<file path="config.mk">
export PLATFORM = sky130hd
export DESIGN_NAME = neural_seq_controller
export DESIGN_NICKNAME = d
export VERILOG_FILES = /design/src/rtl/neural_ctrl_pkg.sv /design/src/rtl/neural_rep_counter.sv /design/src/rtl/neural_seq_controller.sv
export SDC_FILE = /design/constraint.sdc
export NUM_CORES = 1
export LEC_CHECK = 0
export ABC_AREA = 1
export BUFFER_PORTS_ARGS = -buffer_cell sky130_fd_sc_hd__buf_2
export CORE_AREA = 2 2 63 65
export DETAILED_ROUTE_END_ITERATION = 8
export DIE_AREA = 0 0 65 67
export PLACE_DENSITY = 0.74
export SLEW_MARGIN = 20
export SYNTH_ARGS = -nofsm -noshare
export SYNTH_HDL_FRONTEND = slang
export SYNTH_SLANG_ARGS = --single-unit
</file>
<file path="constraint.sdc">
create_clock -name clk -period 2.8 [get_ports clk]
set_input_delay 0.84 -clock clk [delete_from_list [all_inputs] [get_ports clk]]
set_output_delay 0.84 -clock clk [all_outputs]
set_load 0.02 [all_outputs]
</file>
<file path="src/rtl/neural_ctrl_pkg.sv">
// Shared constants for the neuron sequencing controller: opcodes, state encoding, default widths.
// The optional stall counter is enabled with the NEURAL_CTRL_STALL_CNT_EN macro (see neural_seq_controller).
package neural_ctrl_pkg;

  localparam int IMM_W_DEF   = 16;
  localparam int OPC_W_DEF   = 2;
  localparam int STALL_W_DEF = 32;

  localparam logic [1:0] OPC_I = 2'b00;
  localparam logic [1:0] OPC_M = 2'b01;
  localparam logic [1:0] OPC_A = 2'b10;
  localparam logic [1:0] OPC_F = 2'b11;

  typedef enum logic [2:0] {
    ST_IDLE  = 3'd0,
    ST_INIT  = 3'd1,
    ST_MACC  = 3'd2,
    ST_ACT   = 3'd3,
    ST_FLUSH = 3'd4
  } state_t;

endpackage

</file>
<file path="src/rtl/neural_rep_counter.sv">
// Loadable repeat down-counter: a load of zero becomes one, decrements stop at zero,
// and last flags the final remaining beat.
module neural_rep_counter #(
  parameter int W = 16
) (
  input  logic         clk,
  input  logic         reset,
  input  logic         load,
  input  logic [W-1:0] load_val,
  input  logic         dec,
  output logic [W-1:0] count,
  output logic         last
);

  always_ff @(posedge clk) begin
    if (reset) begin
      count <= '0;
    end else if (load) begin
      count <= (load_val == '0) ? W'(1) : load_val;
    end else if (dec && (count != '0)) begin
      count <= count - W'(1);
    end
  end

  assign last = (count == W'(1));

endmodule

</file>
<file path="src/rtl/neural_seq_controller.sv">
// Instruction-driven sequencer for the neuron MACC datapath (INIT, MACC bursts, ACT, FLUSH).
// Define NEURAL_CTRL_STALL_CNT_EN to add the saturating stall_cnt output.
module neural_seq_controller
  import neural_ctrl_pkg::*;
#(
  parameter int IMM_W = IMM_W_DEF,
  parameter int OPC_W = OPC_W_DEF
`ifdef NEURAL_CTRL_STALL_CNT_EN
  , parameter int STALL_W = STALL_W_DEF
`endif
) (
  input  logic               clk,
  input  logic               reset,
  // Handshake: an instruction transfers in any cycle where instr_valid && instr_ready;
  // instr_ready is high only in IDLE and never during reset.
  input  logic               instr_valid,
  output logic               instr_ready,
  input  logic [OPC_W-1:0]   opcode,
  input  logic [IMM_W-1:0]   imm,
  input  logic               input_fifo_empty,
  input  logic               work_fifo_empty,
  input  logic               work_fifo_full,
  output logic               macc_clr,
  output logic               macc_en,
  output logic               macc_de,
  output logic               input_de,
  output logic               work_de,
  output logic               work_en,
  output logic               busy,
  output logic               done,
`ifdef NEURAL_CTRL_STALL_CNT_EN
  output logic [STALL_W-1:0] stall_cnt,
`endif
  output logic [2:0]         dbg_state
);

  state_t           state;
  logic             act_wr;
  logic [IMM_W-1:0] rem;
  logic             rem_last;
  logic             accept;
  logic             macc_xfer;
  logic             act_stall;
  logic             flush_done;

  assign instr_ready = (state == ST_IDLE) && !reset;
  assign accept      = instr_valid && instr_ready;
  assign macc_xfer   = (state == ST_MACC) && (!input_fifo_empty || !work_fifo_empty);
  assign act_stall   = (state == ST_ACT) && act_wr && work_fifo_full;
  assign flush_done  = (state == ST_FLUSH) && input_fifo_empty && work_fifo_empty;
  assign dbg_state   = state;

  neural_rep_counter #(.W(IMM_W)) u_rep (
    .clk      (clk),
    .reset    (reset),
    .load     (accept && (opcode == OPC_W'(OPC_M))),
    .load_val (imm),
    .dec      (macc_xfer),
    .count    (rem),
    .last     (rem_last)
  );

  always_ff @(posedge clk) begin
    if (reset) begin
      state  <= ST_IDLE;
      act_wr <= 1'b0;
    end else begin
      case (state)
        ST_IDLE: begin
          if (accept) begin
            act_wr <= |imm;
            if (opcode == OPC_W'(OPC_I))      state <= ST_INIT;
            else if (opcode == OPC_W'(OPC_M)) state <= ST_MACC;
            else if (opcode == OPC_W'(OPC_A)) state <= ST_ACT;
            else                              state <= ST_FLUSH;
          end
        end
        ST_INIT:  state <= ST_IDLE;
        ST_MACC:  if (macc_xfer && rem_last) state <= ST_IDLE;
        ST_ACT:   if (!act_stall) state <= ST_IDLE;
        ST_FLUSH: if (flush_done) state <= ST_IDLE;
        default:  state <= ST_IDLE;
      endcase
    end
  end

  // Strobes follow the live FIFO flags; reset masks them so an abandoned burst emits nothing.
  always_comb begin
    macc_clr = 1'b0;
    macc_en  = 1'b0;
    macc_de  = 1'b0;
    input_de = 1'b0;
    work_de  = 1'b0;
    work_en  = 1'b0;
    busy     = 1'b0;
    done     = 1'b0;
    if (!reset) begin
      busy = (state != ST_IDLE);
      case (state)
        ST_INIT: begin
          macc_clr = 1'b1;
          macc_en  = 1'b1;
        end
        ST_MACC: begin
          if (!input_fifo_empty) begin
            input_de = 1'b1;
            macc_de  = 1'b1;
            macc_en  = 1'b1;
          end else if (!work_fifo_empty) begin
            work_de = 1'b1;
            macc_de = 1'b1;
            macc_en = 1'b1;
          end
        end
        ST_ACT: begin
          if (!act_stall) begin
            macc_de = 1'b1;
            work_en = act_wr;
          end
        end
        ST_FLUSH: done = flush_done;
        default: ;
      endcase
    end
  end

`ifdef NEURAL_CTRL_STALL_CNT_EN
  logic macc_stall;
  assign macc_stall = (state == ST_MACC) && input_fifo_empty && work_fifo_empty;

  always_ff @(posedge clk) begin
    if (reset) begin
      stall_cnt <= '0;
    end else if ((macc_stall || act_stall) && (stall_cnt != '1)) begin
      stall_cnt <= stall_cnt + STALL_W'(1);
    end
  end
`endif

endmodule

</file>
==> results.txt <==
----------------------------------------------------
[Die]
  Die X ... 65 µm
  Number of standard-cell rows in the floorplan ... 22
  Vertical die dimension ... 67 µm
  Placeable core area ... 0.003606 mm²
  Starting density of the core ... 48.89%
  Die ar. ... 0.004355 mm²
  I/O pins ... 36

[STA]
  Number of hold violations in the final report ... 0
  Final sum of negative setup slack ... 0 ns
  Setup repair after global routing missed its margin ... no
  Final setup violation count ... 0
  Fraction of the cycle the final worst path needs ... 91.99%
  Slew margin rel. ... 73.22%
  Maximum clock frequency ... 388.2 MHz
  Post-Route Skew ... 0.01046 ns
  Count of final max-slew check failures ... 0
  Tightest Pin Transition ... 0.4008 ns
  Post-layout minimum cycle time ... 2.576 ns

[Critical path]
  Crit path kind ... input port to primary output
  Critical Path Source Type ... input port
  Worst Path Max Fanout ... 19
  Required time of the worst setup path ... 1.96 ns
  Arrival time at the worst endpoint ... 1.74 ns
  Element type at the critical path end ... primary output

[Clock tree]
  H-Tree Level Count ... 1
  Buffers inserted by post-CTS timing repair ... 0
  # clock sinks ... 20
  Maximum clock insertion buffer count ... 2
  Cell chosen for the clock root ... sky130_fd_sc_hd__clkbuf_8
  Clock buffers created by TritonCTS ... 3
  Post-CTS Hold Buffers ... 0
  Latest clock arrival within the worst-skew pair ... 0.27 ns
  Number of gates resized after CTS ... 0
  Clock-pin slew on the worst setup and hold paths ... 0.08 ns
  TritonCTS clock tree ... done

[Synthesis]
  Async SR Flop Fraction ... 0%
  Share of synthesized area occupied by flip-flops and latches ... 22.71%
  Post-synthesis cell type count ... 33
  Ys Warns ... 0
  Simple-Gate Fraction of Synth Area ... 51.67%
  Library cell occupying the most area in the post-synthesis netlist ... sky130_fd_sc_hd__dfxtp_1
  Syn avg cell area ... 5.956 µm²
  Area share of xor/xnor cells in the synthesized design ... 1.490%
  Adder-cell share of the synthesized area ... 4.258%
  Largest family of logic cells by synthesized area ... simple AND/OR/NAND/NOR gates
  Leading post-synthesis cells by cell area ... sky130_fd_sc_hd__dfxtp_1 (23%), sky130_fd_sc_hd__nand2_1 (17%), sky130_fd_sc_hd__nor2_1 (13%)
  Cell count after synthesis ... 296
  Share of the synthesized area in the top cell type ... 22.71%
  Syn nets ... 326
  Commonest register cell after synthesis ... sky130_fd_sc_hd__dfxtp_1
  Most instantiated cells after synthesis ... sky130_fd_sc_hd__nand2_1 (82), sky130_fd_sc_hd__nor2_1 (62), sky130_fd_sc_hd__inv_1 (34), sky130_fd_sc_hd__nand3_1 (29), sky130_fd_sc_hd__dfxtp_1 (20)
  #FFs+latches synth ... 20
  Fraction of the mapped netlist area in compound gates ... 8.588%
  Number of enable-type register cells in the synthesized netlist ... 0
  Cell area after synthesis ... 0.001763 mm²
  Portion of netlist area occupied by mux cells ... 0%
  Most common cell in the synthesized netlist ... sky130_fd_sc_hd__nand2_1

[Global route]
  Global-route wire length before repair ... 7886 µm
  Total routing resource utilization after global routing ... 23.17%
  Maximum number of pins on one net before global-route repair ... 20
  Vias in the first global route ... 1809
  Residual overflow from global routing ... 0
  Initial antenna violation count ... 0

[Power]
  Pwr per Cell Area ... 1327 mW/mm²
  Leakage power total ... 0.001071 µW
  Highest ir drop seen on vdd ... 0.4789 mV
  Overall power ... 2683 µW

[Layout]
  Utilization of the core after routing ... 56.07%
  Area added between synthesis and finish ... 14.69%
  Number of nets in the final layout ... 361
  Number of inserted filler cells in the final layout ... 404
  Fraction of final layout cells sized beyond drive strength 1 ... 20.30%
  Diodes inserted ... 0
  Final Instance Area ... 0.002022 mm²

[Drt]
  Number of routed nets with antenna violations ... 0
  Routed vias ... 1885
  # DRC ... 0
  Routed len/inst ... 11.67 µm
  Iteration-0 DRC count of the detailed router ... 152
  Number of detailed-route iterations in the first pass ... 4
  Via density per instance ... 4.987
  Total wirelength of the detailed-routed design ... 4411 µm

[Place]
  HPWL reported at the end of detailed placement ... 3493 µm
  Routability-driven placement congestion ratio ... 0.8697
  Number of buffer cells added on primary ports ... 35
  Standard cell area after detailed placement ... 0.001951 mm²

[Run status]
  Outcome ... complete, no violations

[Run]
  Number of max-cap violations ... 0

[Min path]
  Worst min path class ... flop to flop

----------------------------------------------------
==> sequential cells by signal, summed over array words and instances, names as in the netlist <==
signal       flops
u_rep.count     16
act_wr           1
dbg_state        3
==> layout by cell type, fill, tap and decap left out <==
master                      count
sky130_fd_sc_hd__nor2_1        62
sky130_fd_sc_hd__clkinv_1       1
sky130_fd_sc_hd__o22ai_1        1
sky130_fd_sc_hd__nor2_8         1
sky130_fd_sc_hd__xor2_1         2
sky130_fd_sc_hd__inv_2          1
sky130_fd_sc_hd__a21oi_1        9
sky130_fd_sc_hd__o21ai_1        2
sky130_fd_sc_hd__dfxtp_1       20
sky130_fd_sc_hd__nand2_4        4
sky130_fd_sc_hd__nor2_2         7
sky130_fd_sc_hd__inv_1         34
sky130_fd_sc_hd__nor3_2         1
sky130_fd_sc_hd__o21ai_0        8
sky130_fd_sc_hd__ha_1           6
sky130_fd_sc_hd__nand2_2        2
sky130_fd_sc_hd__clkbuf_8       3
sky130_fd_sc_hd__nor2_4         2
sky130_fd_sc_hd__o21ai_2        5
sky130_fd_sc_hd__buf_4          1
sky130_fd_sc_hd__bufinv_16      1
sky130_fd_sc_hd__nand2_1       82
sky130_fd_sc_hd__a31oi_1        1
sky130_fd_sc_hd__xnor2_1        1
sky130_fd_sc_hd__nor3b_1        2
sky130_fd_sc_hd__nand3_4        1
sky130_fd_sc_hd__buf_2         35
sky130_fd_sc_hd__nor3_1         1
sky130_fd_sc_hd__nand4_1        1
sky130_fd_sc_hd__nand3b_1       1
sky130_fd_sc_hd__nand3_1       29
sky130_fd_sc_hd__nand3_2        2
sky130_fd_sc_hd__inv_6          1
==> final cells by class <==
cell class	count	area [µm²]	share of cell area, %
Tap cell	48	60.06	2.970
Multi-Input combinational cell	233	1164	57.55
Sequential cell	20	400.4	19.80
Clock inverter	1	30.03	1.485
Timing Repair Buffer	36	182.7	9.035
Inverter	37	143.9	7.116
Clock buffer	3	41.29	2.042
==> power breakdown <==
part           internal [µW]  switching (µW)
sequential               401             146
clock                    191             111
combinational            663            1170
total                   1260            1430
==> final timing paths <==
check                                    start               to  slack (ns)  depth (start not counted)
worst min register to register    dbg_state[2]     dbg_state[2]        0.53                          2
worst max-delay path                     reset          work_de        0.22                          5
worst min-delay path              dbg_state[2]     dbg_state[2]        0.53                          2
worst max register to register  u_rep.count[0]  u_rep.count[12]        0.90                         10
==> cells by family after synthesis <==
kind of cell | after synthesis
xor+xnor | 3
compound gates | 26
fa+ha+maj | 6
flops | 20
buf+inv | 43
simple gates | 198
==> routing by layer <==
| metal | up-vias | share of wire (%) | global-route usage [%] |
|---|---|---|---|
| met1 | 857 | 46 | 28.75 |
| met4 | 0 | 0.70 | 6.117 |
| met3 | 4 | 3.9 | 2.365 |
| met2 | 29 | 49 | 42.40 |
| li1 | 995 | - | - |
| met5 | - | 0 | 0 |
==> metrics by stage <==
| step | setup WS, ns | hold WS [ns] | std cells |
|---|---|---|---|
| after floorplan | 0.3164 | 0.4864 | 296 |
| after global placement | 0.2852 | 0.5186 | 374 |
| after detailed placement | 0.2088 | 0.5212 | 374 |
| after CTS | 0.2092 | 0.5335 | 378 |
| after global routing | 0.1736 | 0.5577 | 378 |
| final | 0.2242 | 0.5338 | 378 |
==> critical path, stage by stage <==
cell                      delay [ns]
sky130_fd_sc_hd__buf_2          0.18
sky130_fd_sc_hd__inv_6          0.18
sky130_fd_sc_hd__nand2_1        0.12
sky130_fd_sc_hd__nor3b_1        0.21
sky130_fd_sc_hd__buf_2          0.20
No activity file was read; power rests on OpenSTA's default activity.
